<file path="src/rtl/lc_transition_ctrl.sv">
// Lifecycle transition controller: validates requests, runs a timed OTP programming window,
// counts transitions and locks into ESCALATE on esc_i. Optional token gate: LC_TOKEN_CHECK_EN.
module lc_transition_ctrl #(
   parameter int NumTestStates  = 8,
   parameter int StateW         = $clog2(2*NumTestStates+8),
   parameter int MaxTransitions = 24,
   parameter int CntW           = $clog2(MaxTransitions+1),
   parameter int ProgCycles     = 4
`ifdef LC_TOKEN_CHECK_EN
  ,parameter int                TokenW      = 32,
   parameter logic [TokenW-1:0] UnlockToken = TokenW'(32'hA5C3_0F96)
`endif
) (
   input  logic              clk_i,
   input  logic              rst_ni,
   input  logic              init_valid_i,
   input  logic [StateW-1:0] init_state_i,
   input  logic [CntW-1:0]   init_cnt_i,
   input  logic              req_i,
   input  logic [StateW-1:0] target_i,
   input  logic              esc_i,
`ifdef LC_TOKEN_CHECK_EN
   input  logic [TokenW-1:0] token_i,
`endif
   output logic              ack_o,
   output logic [1:0]        err_o,
   output logic              busy_o,
   output logic [StateW-1:0] dec_state_o,
   output logic [CntW-1:0]   trans_cnt_o
);

   localparam int N2 = 2*NumTestStates;
   localparam logic [StateW-1:0] StEscalate = StateW'(N2+6);
   localparam logic [StateW-1:0] StInvalid  = StateW'(N2+7);
   localparam int PW = (ProgCycles > 1) ? $clog2(ProgCycles) : 1;
   localparam logic [PW-1:0] ProgLast = PW'(ProgCycles-1);
   localparam logic [1:0] ErrOk  = 2'd0;
   localparam logic [1:0] ErrInv = 2'd1;
   localparam logic [1:0] ErrCnt = 2'd2;
`ifdef LC_TOKEN_CHECK_EN
   localparam logic [1:0] ErrTok = 2'd3;
`endif

   typedef enum logic [2:0] {IDLE, CHECK, PROGRAM, DONE, ERROR, ESCALATE} state_t;

   state_t            r_state, w_stateNext;
   logic [StateW-1:0] r_dec, w_decNext;
   logic [CntW-1:0]   r_cnt, w_cntNext;
   logic [StateW-1:0] r_tgt, w_tgtNext;
   logic [PW-1:0]     r_prog, w_progNext;
   logic              r_ack, w_ackNext;
   logic [1:0]        r_err, w_errNext;
   logic [1:0]        w_verdict;
`ifdef LC_TOKEN_CHECK_EN
   logic [TokenW-1:0] r_token;
`endif

   // Transition legality, checked in priority order: count limit, dead/illegal states, then the graph.
   function automatic logic [1:0] verdict(input logic [StateW-1:0] cur, input logic [StateW-1:0] tgt,
                                          input logic [CntW-1:0] cnt);
      int c;
      int t;
      c = int'(cur);
      t = int'(tgt);
      if (int'(cnt) >= MaxTransitions) return ErrCnt;
      if (c >= N2+4 || t >= N2+5 || t == c) return ErrInv;
      if (t == N2+4) return ErrOk;
      if (t == N2+3) return ((c < N2 && cur[0]) || c == N2 || c == N2+1) ? ErrOk : ErrInv;
      if (t >= N2 && t <= N2+2) return (c >= 1 && c < N2) ? ErrOk : ErrInv;
      if (t >= 1 && t < N2) return (c < N2 && t > c && (tgt[0] != cur[0])) ? ErrOk : ErrInv;
      return ErrInv;
   endfunction

   always_comb begin
      w_verdict = verdict(r_dec, r_tgt, r_cnt);
`ifdef LC_TOKEN_CHECK_EN
      if (w_verdict == ErrOk && r_tgt[0] && int'(r_tgt) < N2 && r_token != UnlockToken)
         w_verdict = ErrTok;
`endif
   end

   always_ff @(posedge clk_i or negedge rst_ni) begin
      if (!rst_ni) begin
         r_state <= IDLE;
         r_dec   <= StInvalid;
         r_cnt   <= '0;
         r_tgt   <= '0;
         r_prog  <= '0;
         r_ack   <= 1'b0;
         r_err   <= 2'd0;
      end else begin
         r_state <= w_stateNext;
         r_dec   <= w_decNext;
         r_cnt   <= w_cntNext;
         r_tgt   <= w_tgtNext;
         r_prog  <= w_progNext;
         r_ack   <= w_ackNext;
         r_err   <= w_errNext;
      end
   end

`ifdef LC_TOKEN_CHECK_EN
   always_ff @(posedge clk_i or negedge rst_ni) begin
      if (!rst_ni) r_token <= '0;
      else if (r_state == IDLE && !init_valid_i && req_i && !esc_i) r_token <= token_i;
   end
`endif

   // Escalation overrides everything; once in ESCALATE only requests are answered (always with an error).
   always_comb begin
      w_stateNext = r_state;
      w_decNext   = r_dec;
      w_cntNext   = r_cnt;
      w_tgtNext   = r_tgt;
      w_progNext  = r_prog;
      w_ackNext   = 1'b0;
      w_errNext   = ErrOk;
      if (r_state == ESCALATE) begin
         if (req_i) begin
            w_ackNext = 1'b1;
            w_errNext = ErrInv;
         end
      end else if (esc_i) begin
         w_stateNext = ESCALATE;
         w_decNext   = StEscalate;
         if (r_state == CHECK || r_state == PROGRAM) begin
            w_ackNext = 1'b1;
            w_errNext = ErrInv;
         end
      end else begin
         case (r_state)
            IDLE: begin
               if (init_valid_i) begin
                  w_decNext = init_state_i;
                  w_cntNext = init_cnt_i;
               end else if (req_i) begin
                  w_tgtNext   = target_i;
                  w_stateNext = CHECK;
               end
            end
            CHECK: begin
               if (w_verdict == ErrOk) begin
                  w_stateNext = PROGRAM;
                  w_cntNext   = r_cnt + CntW'(1);
                  w_progNext  = '0;
               end else begin
                  w_stateNext = ERROR;
                  w_ackNext   = 1'b1;
                  w_errNext   = w_verdict;
               end
            end
            PROGRAM: begin
               if (r_prog == ProgLast) begin
                  w_stateNext = DONE;
                  w_decNext   = r_tgt;
                  w_ackNext   = 1'b1;
               end else begin
                  w_progNext = r_prog + PW'(1);
               end
            end
            DONE:    w_stateNext = IDLE;
            ERROR:   w_stateNext = IDLE;
            default: w_stateNext = IDLE;
         endcase
      end
   end

   assign ack_o       = r_ack;
   assign err_o       = r_err;
   assign busy_o      = (r_state != IDLE) && (r_state != ESCALATE);
   assign dec_state_o = r_dec;
   assign trans_cnt_o = r_cnt;

endmodule

</file>
<file path="config.mk">
export PLATFORM = sky130hd
export DESIGN_NAME = lc_transition_ctrl
export DESIGN_NICKNAME = d
export VERILOG_FILES = /design/src/rtl/lc_transition_ctrl.sv
export SDC_FILE = /design/constraint.sdc
export NUM_CORES = 1
export LEC_CHECK = 0
export BUFFER_PORTS_ARGS = -buffer_cell sky130_fd_sc_hd__buf_2
export CORE_MARGIN = 2
export CORE_UTILIZATION = 47
export CTS_BUF_LIST = sky130_fd_sc_hd__clkbuf_2
export CTS_CLUSTER_SIZE = 28
export DETAILED_ROUTE_END_ITERATION = 12
export PLACE_DENSITY = 0.77
export REMOVE_ABC_BUFFERS = 1
export SKIP_LAST_GASP = 1
export SYNTH_ARGS = -nofsm -noshare
export SYNTH_HDL_FRONTEND = slang
export SYNTH_SLANG_ARGS = --single-unit
export TNS_END_PERCENT = 10
</file>
<file path="constraint.sdc">
create_clock -name clk_i -period 2.4 [get_ports clk_i]
set_clock_uncertainty 0.1 [all_clocks]
set_input_delay 0.24 -clock clk_i [delete_from_list [all_inputs] [get_ports clk_i]]
set_output_delay 0.24 -clock clk_i [all_outputs]
set_load 0.01 [all_outputs]
</file>
## Yosys cells after proc, flatten, opt, wreduce, memory -nomap -nowiden

Cells that the tools add are included.

- Add/subtract/negate cells: 2
- $lt $le $gt $ge: 10
- Equal/unequal tests: 18
- Mux-type cells: 66
- Bitwise gates (word level): 3
- Reduce and logical (&&, ||, !) cells: 23

Operators by type and width:

| kind | number |
|---|---|
| 2-bit two-way mux | 19 |
| 1-bit two-way mux | 32 |
| 5-bit two-way mux | 5 |
| 5-bit == test, second input constant | 4 |
| 5-bit >= comparator, second input constant | 4 |
| 5-bit one-hot mux with 2 select lines | 2 |
| 3-bit two-way mux | 5 |
| 5-bit AND reduction | 3 |
| 3-bit != test, second input constant | 4 |
| 5-bit by 1-bit >= comparator with 1-bit output, second input constant | 2 |
| 5-bit < comparator, second input constant | 2 |
| 3-bit one-hot mux with 3 select lines | 1 |
| 4-bit AND reduction | 2 |
| 1-bit logical AND | 7 |
| 3-bit nonzero test | 2 |
| 5-bit by 1-bit adder with 5-bit output, second input constant | 1 |
| 5-bit == test | 1 |
| 5-bit > comparator | 1 |
| 5-bit less-or-equal comparator, second input constant | 1 |
| 1-bit logical OR | 5 |
| 2-bit != test, second input constant | 2 |
| 2-bit one-hot mux with 2 select lines | 1 |
| 2-bit nonzero test | 2 |
| 3-bit by 1-bit == test with 1-bit output, second input constant | 1 |
| other kinds (11) | 13 |

- Flip-flop bits (word level): 23
- Output and inout port bits: 14
- Logic and storage cells: 129

## Longest topological paths before layout

- Word-level depth: 30
- Depth in mapped cells: 7

## Worst setup path before layout

OpenSTA, ideal clock, no wires.

- Path type: register to register
- From: register r_dec[0] (netlist: dec_state_o[0])
- To: register r_cnt[0] (netlist: trans_cnt_o[0])
- Arrival time: 2.044 ns
- Required time: 2.161 ns
- Slack: 0.116 ns
- Cell stages (with the launch flop): 7
- Buffers on the path: 0
- Period minus slack after synthesis: 2.284 ns
- Cell sequence: dfstp_2 -> ha_1 -> or3_1 -> nor4_1 -> a211oi_2 -> nor4_1 -> o32ai_1

- Cells in the longest elaborated chain, start to end: 18

RTL lines:

| element | RTL line | RTL |
|---|---|---|
| from (decl) | 47 | `logic [StateW-1:0] r_dec, w_decNext;` |
| from (signal assigned) | 85 | `r_dec <= StInvalid;` |
| from (signal assigned) | 93 | `r_dec <= w_decNext;` |
| 5-bit >= comparator | 66 | `if (c >= N2+4 \|\| t >= N2+5 \|\| t == c) return ErrInv;` |
| 1-bit logical OR (2 in a row) | 66 |  |
| 2-bit two-way mux (2 in a row) | 66 |  |
| 2-bit two-way mux | 67 | `if (t == N2+4) return ErrOk;` |
| 2-bit two-way mux | 68 | `if (t == N2+3) return ((c < N2 && cur[0]) \|\| c == N2 \|\| c == N2+1) ? ErrOk : ErrInv;` |
| 2-bit two-way mux | 69 | `if (t >= N2 && t <= N2+2) return (c >= 1 && c < N2) ? ErrOk : ErrInv;` |
| 2-bit two-way mux | 70 | `if (t >= 1 && t < N2) return (c < N2 && t > c && (tgt[0] != cur[0])) ? ErrOk : ErrInv;` |
| 2-bit two-way mux | 71 | `return ErrInv;` |
| 2-bit two-way mux | 70 |  |
| 2-bit two-way mux | 69 |  |
| 2-bit two-way mux | 68 |  |
| 2-bit two-way mux * | 67 |  |
| 2-bit two-way mux * | 66 |  |
| 2-bit zero test * | 142 | `if (w_verdict == ErrOk) begin` |
| 2-bit by 1-bit != test with 1-bit output (no source line) * | -- |  |
| 5-bit AND reduction (no source line) * | -- |  |
| to (signal assigned) | 94 | `r_cnt <= w_cntNext;` |
| to (decl) | 48 | `logic [CntW-1:0] r_cnt, w_cntNext;` |

Mark *: on every way between the ends. The rest lies on a longest branch, timed or not. The select of a mux whose other input is x is not followed.
A chain may end at the register's enable or synchronous reset.

## Worst setup path after layout

Same ends and word-level chain as after synthesis.

==> reports/results.tsv <==
stage	metric	value	unit
yosys	predominant post-synthesis flop cell	dfrtp_1	
yosys	mux share of post-synthesis cell area	9.31	%
yosys	FF+latch count, synth	23	
yosys	EDFF count, synth	0	
clock_network	root buffer cell	clkbuf_2	
yosys	Yosys warning count	0	
critical_path	crit path cell chain	ha_1 > or3_1 > nor4_4 > a211oi_2 > buf_4 > nor4_1 > o32ai_1	
yosys	post-synthesis xor/xnor area fraction	0	%
routing	Post-Route WL	3960	um
sta	setup TNS	0	ps
sta	final worst path period need	2370	ps
sta	Fmax achieved	422	MHz
yosys	cells after synthesis	174	
clock_network	CTS Buf Count	3	
sta	worst slew pin tran	527	ps
yosys	Synth cell types	46	
placed_design	GP Congestion	0.872	
critical_path	Setup crit end kind	flop	
pwr	Comb power frac	59.2	%
critical_path	slowest CP cell	dfstp_2	
yosys	Mean Syn Cell Area	9.19	um^2
critical_path	CP max stage delay	580	ps
sta	relative slew slack	64.9	%
yosys	Post-Synth Simple-Gate Area	21.7	%
global_routing	antenna violations before repair	0	
routing	Final ANT Viol Nets	0	
pwr	Max IR drop VDD	0.493	mV
critical_path	WS Path Type	reg -> reg	
pwr	Net Switching	1070	uW
sta	Tcrit/Tclk final	98.6	%
pwr	Flop pwr share	33.4	%
job	Max-cap violations	0	
die	die extent in y	62.3	um
finish	synthesis-to-layout area growth	24.3	%
pwr	Final Power	2260	uW
die	total core area	3310	um^2
pwr	Int Pwr	1200	uW
clock_network	CTS clk-pin slew, worst paths	220	ps
finish	finished layout cell area	1990	um^2
pwr	P per Cell Area	1140	nW/um^2
placed_design	Placed Instances	256	
global_routing	vias in the first global route	1488	
status	outcome	completed	
routing	Via Count	1526	
critical_path	CP Max Fanout	6	
clock_network	# clock sinks	23	
placed_design	DP Wirelength	2840	um
clock_network	CTS H-tree depth	1	
routing	Routed WL per cell	14.7	um
sta	final hold violations	0	
routing	DR DRC count	0	
routing	initial drt markers	61	
worst_hold_path	min-delay worst type	in -> reg	
die	overall die width	62.3	um
global_routing	GR Util All Layers	22.1	%
yosys	register area share after synthesis	36.3	%
placed_design	PortBufs	33	
critical_path	Critical Path RT	2550	ps
sta	Final Setup Violations	0	
yosys	async set-reset flop share out of synthesis	100	%
critical_path	Critical Path Source Type	flop	
yosys	area fraction in compound gates after synthesis	21.8	%
yosys	adder-cell share of the synthesized area	6.26	%
pwr	switching portion of total power	47.1	%
pwr	clock network power share	7.3	%
sta	RSZ-0062 raised after global routing	true	
routing	drt via density	5.67	
global_routing	largest net degree at the start of global routing	24	
pwr	Leak	0.000940	uW
clock_network	Worst-Skew Late Latency	360	ps
finish	Ant. Diodes	0	
placed_design	DP Area	1860	um^2
die	Top Ports	34	
finish	share of cells above drive strength 1	34.1	%
global_routing	first-pass GRT wire length	6940	um
finish	Final Non-Filler Cells	269	
die	Initial Utilization	48.3	%
yosys	main combinational cell family by area after synthesis	compound AO/OA/AOI/OAI gates	
routing	Pre-Repair DR Iteration Count	4	
die	Core Rows	21	
finish	nets	252	
global_routing	GRT overflow	0	
die	Die Area	3890	um^2
yosys	synthesized cell area	1600	um^2
sta	Slew Limit Fails	0	
critical_path	WP data arrival	2520	ps
clock_network	CTS tree	yes	
clock_network	Max clock buf depth	2	
[power by group through the flow]
stage	clock network [uW]	registers, uW	logic, uW
global placement	0	770	1220
floorplan	0	803	784
CTS	168	756	1280
finish	165	757	1340
global route	180	788	1500
detailed placement	0	776	1240
[metrics by stage]
| stage | setup slack [ps] | hold WS [ps] | util (%) |
|---|---|---|---|
| floorplan | 116 | -156 | - |
| global placement | 11.3 | 143 | 56.1 |
| detailed placement | 23.7 | 146 | 56.1 |
| CTS | 1.86 | 27.1 | 58.7 |
| global route | -49.0 | 57.2 | 60.0 |
| finish | 32.5 | 41.2 | 60.0 |
[area by class of cell]
type	instances	area (um^2)
clock inverter	1	5.00
timing repair buffer	49	300
multi-input combinational	132	972
fill	318	1320
clock buffer	3	15.0
tap	46	57.6
sequential	23	581
inverter	15	56.3
[registers in the layout (all words and copies together), names as in the netlist]
| register | cells |
|---|---|
| err_o | 2 |
| r_prog | 2 |
| ack_o | 1 |
| dec_state_o | 5 |
| trans_cnt_o | 5 |
| r_tgt | 5 |
| r_state | 3 |
[critical path: cells and delay by family, from the launching register on]
family                   cells  cell delay [ps]
flip-flops                   1              580
buffers and inverters        1              180
AND/OR/NAND/NOR              3             1000
AO/OA/AOI/OAI                2              180
adder cells (fa/ha/maj)      1              230
[cell usage after synthesis, types with 2 or more instances]
master    count  area [um^2]
nand3_1       3         15.0
nand4_1       2         12.5
buf_2         2         10.0
a22oi_2       2         25.0
nor2_1       16         60.1
inv_1        15         56.3
nor4_2        2         25.0
nor3_1        5         25.0
mux2i_1       7         70.1
or2_2         2         12.5
a21oi_1       9         45.0
or3_1         2         12.5
nand2_1      17         63.8
clkbuf_1      2         7.51
ha_1          8          100
a31oi_1       4         25.0
nor4_1        5         31.3
mux2_2        7         78.8
o32ai_1       3         26.3
dfrtp_1      19          475
o22ai_1       3         18.8
o21ai_0      11         55.1
dfstp_2       4          105
a21boi_0      2         15.0
[repair_timing]
action                                  4_1_cts  5_1_grt
gates resized for setup                       0        4
pin swaps                                     0        3
hold buffers                                  6        0
hold endpoints to repair                     24        0
endpoints found under the setup margin        1       11
setup buffers                                 1        2
[cells in the final DEF (no fill, tap or decap), types with 2 or more instances in the layout]
cell type and instances:
nor3_1 5, nand2_1 17, or3_1 2, dlygate4sd3_1 6, a21boi_0 2, a21oi_1 9, nor2_1 16, or2_2 2
mux2_2 7, mux2i_1 7, o32ai_1 3, nor4_2 3, buf_2 33, dfstp_2 4, o22ai_2 2, o22ai_1 2
clkbuf_2 3, ha_1 8, dfrtp_1 19, buf_4 10, a22oi_2 2, nand4_1 2, o21ai_0 11, nand3_1 3
nor4_1 3, inv_1 15, a31oi_1 4
[worst paths after layout]
path	slack, ps	end	depth (start not counted)	start
setup / recovery	30	trans_cnt_o[0]	7	dec_state_o[0]
max in group asynchronous	1580	dec_state_o[4]	2	rst_ni
setup reg to reg	30	trans_cnt_o[0]	7	dec_state_o[0]
min in group asynchronous	240	trans_cnt_o[4]	2	rst_ni
hold reg to reg	410	r_prog[0]	1	r_prog[0]
hold / removal	40	trans_cnt_o[2]	3	init_cnt_i[2]
[layer usage]
layer  share of wire, %  global-route usage [%]
met1                 45                    29.7
met2                 48                    37.6
met3                5.3                    2.17
met4                2.0                    6.94
met5                  0                       0
[cells by family after synthesis]
| kind of cell | after synthesis |
|---|---|
| AND/OR/NAND/NOR | 63 |
| AO/OA/AOI/OAI | 47 |
| flip-flops | 23 |
| buffers and inverters | 19 |
| multiplexers | 14 |
| adder cells (fa/ha/maj) | 8 |
Note: power is estimated with default switching activity, not from simulation.
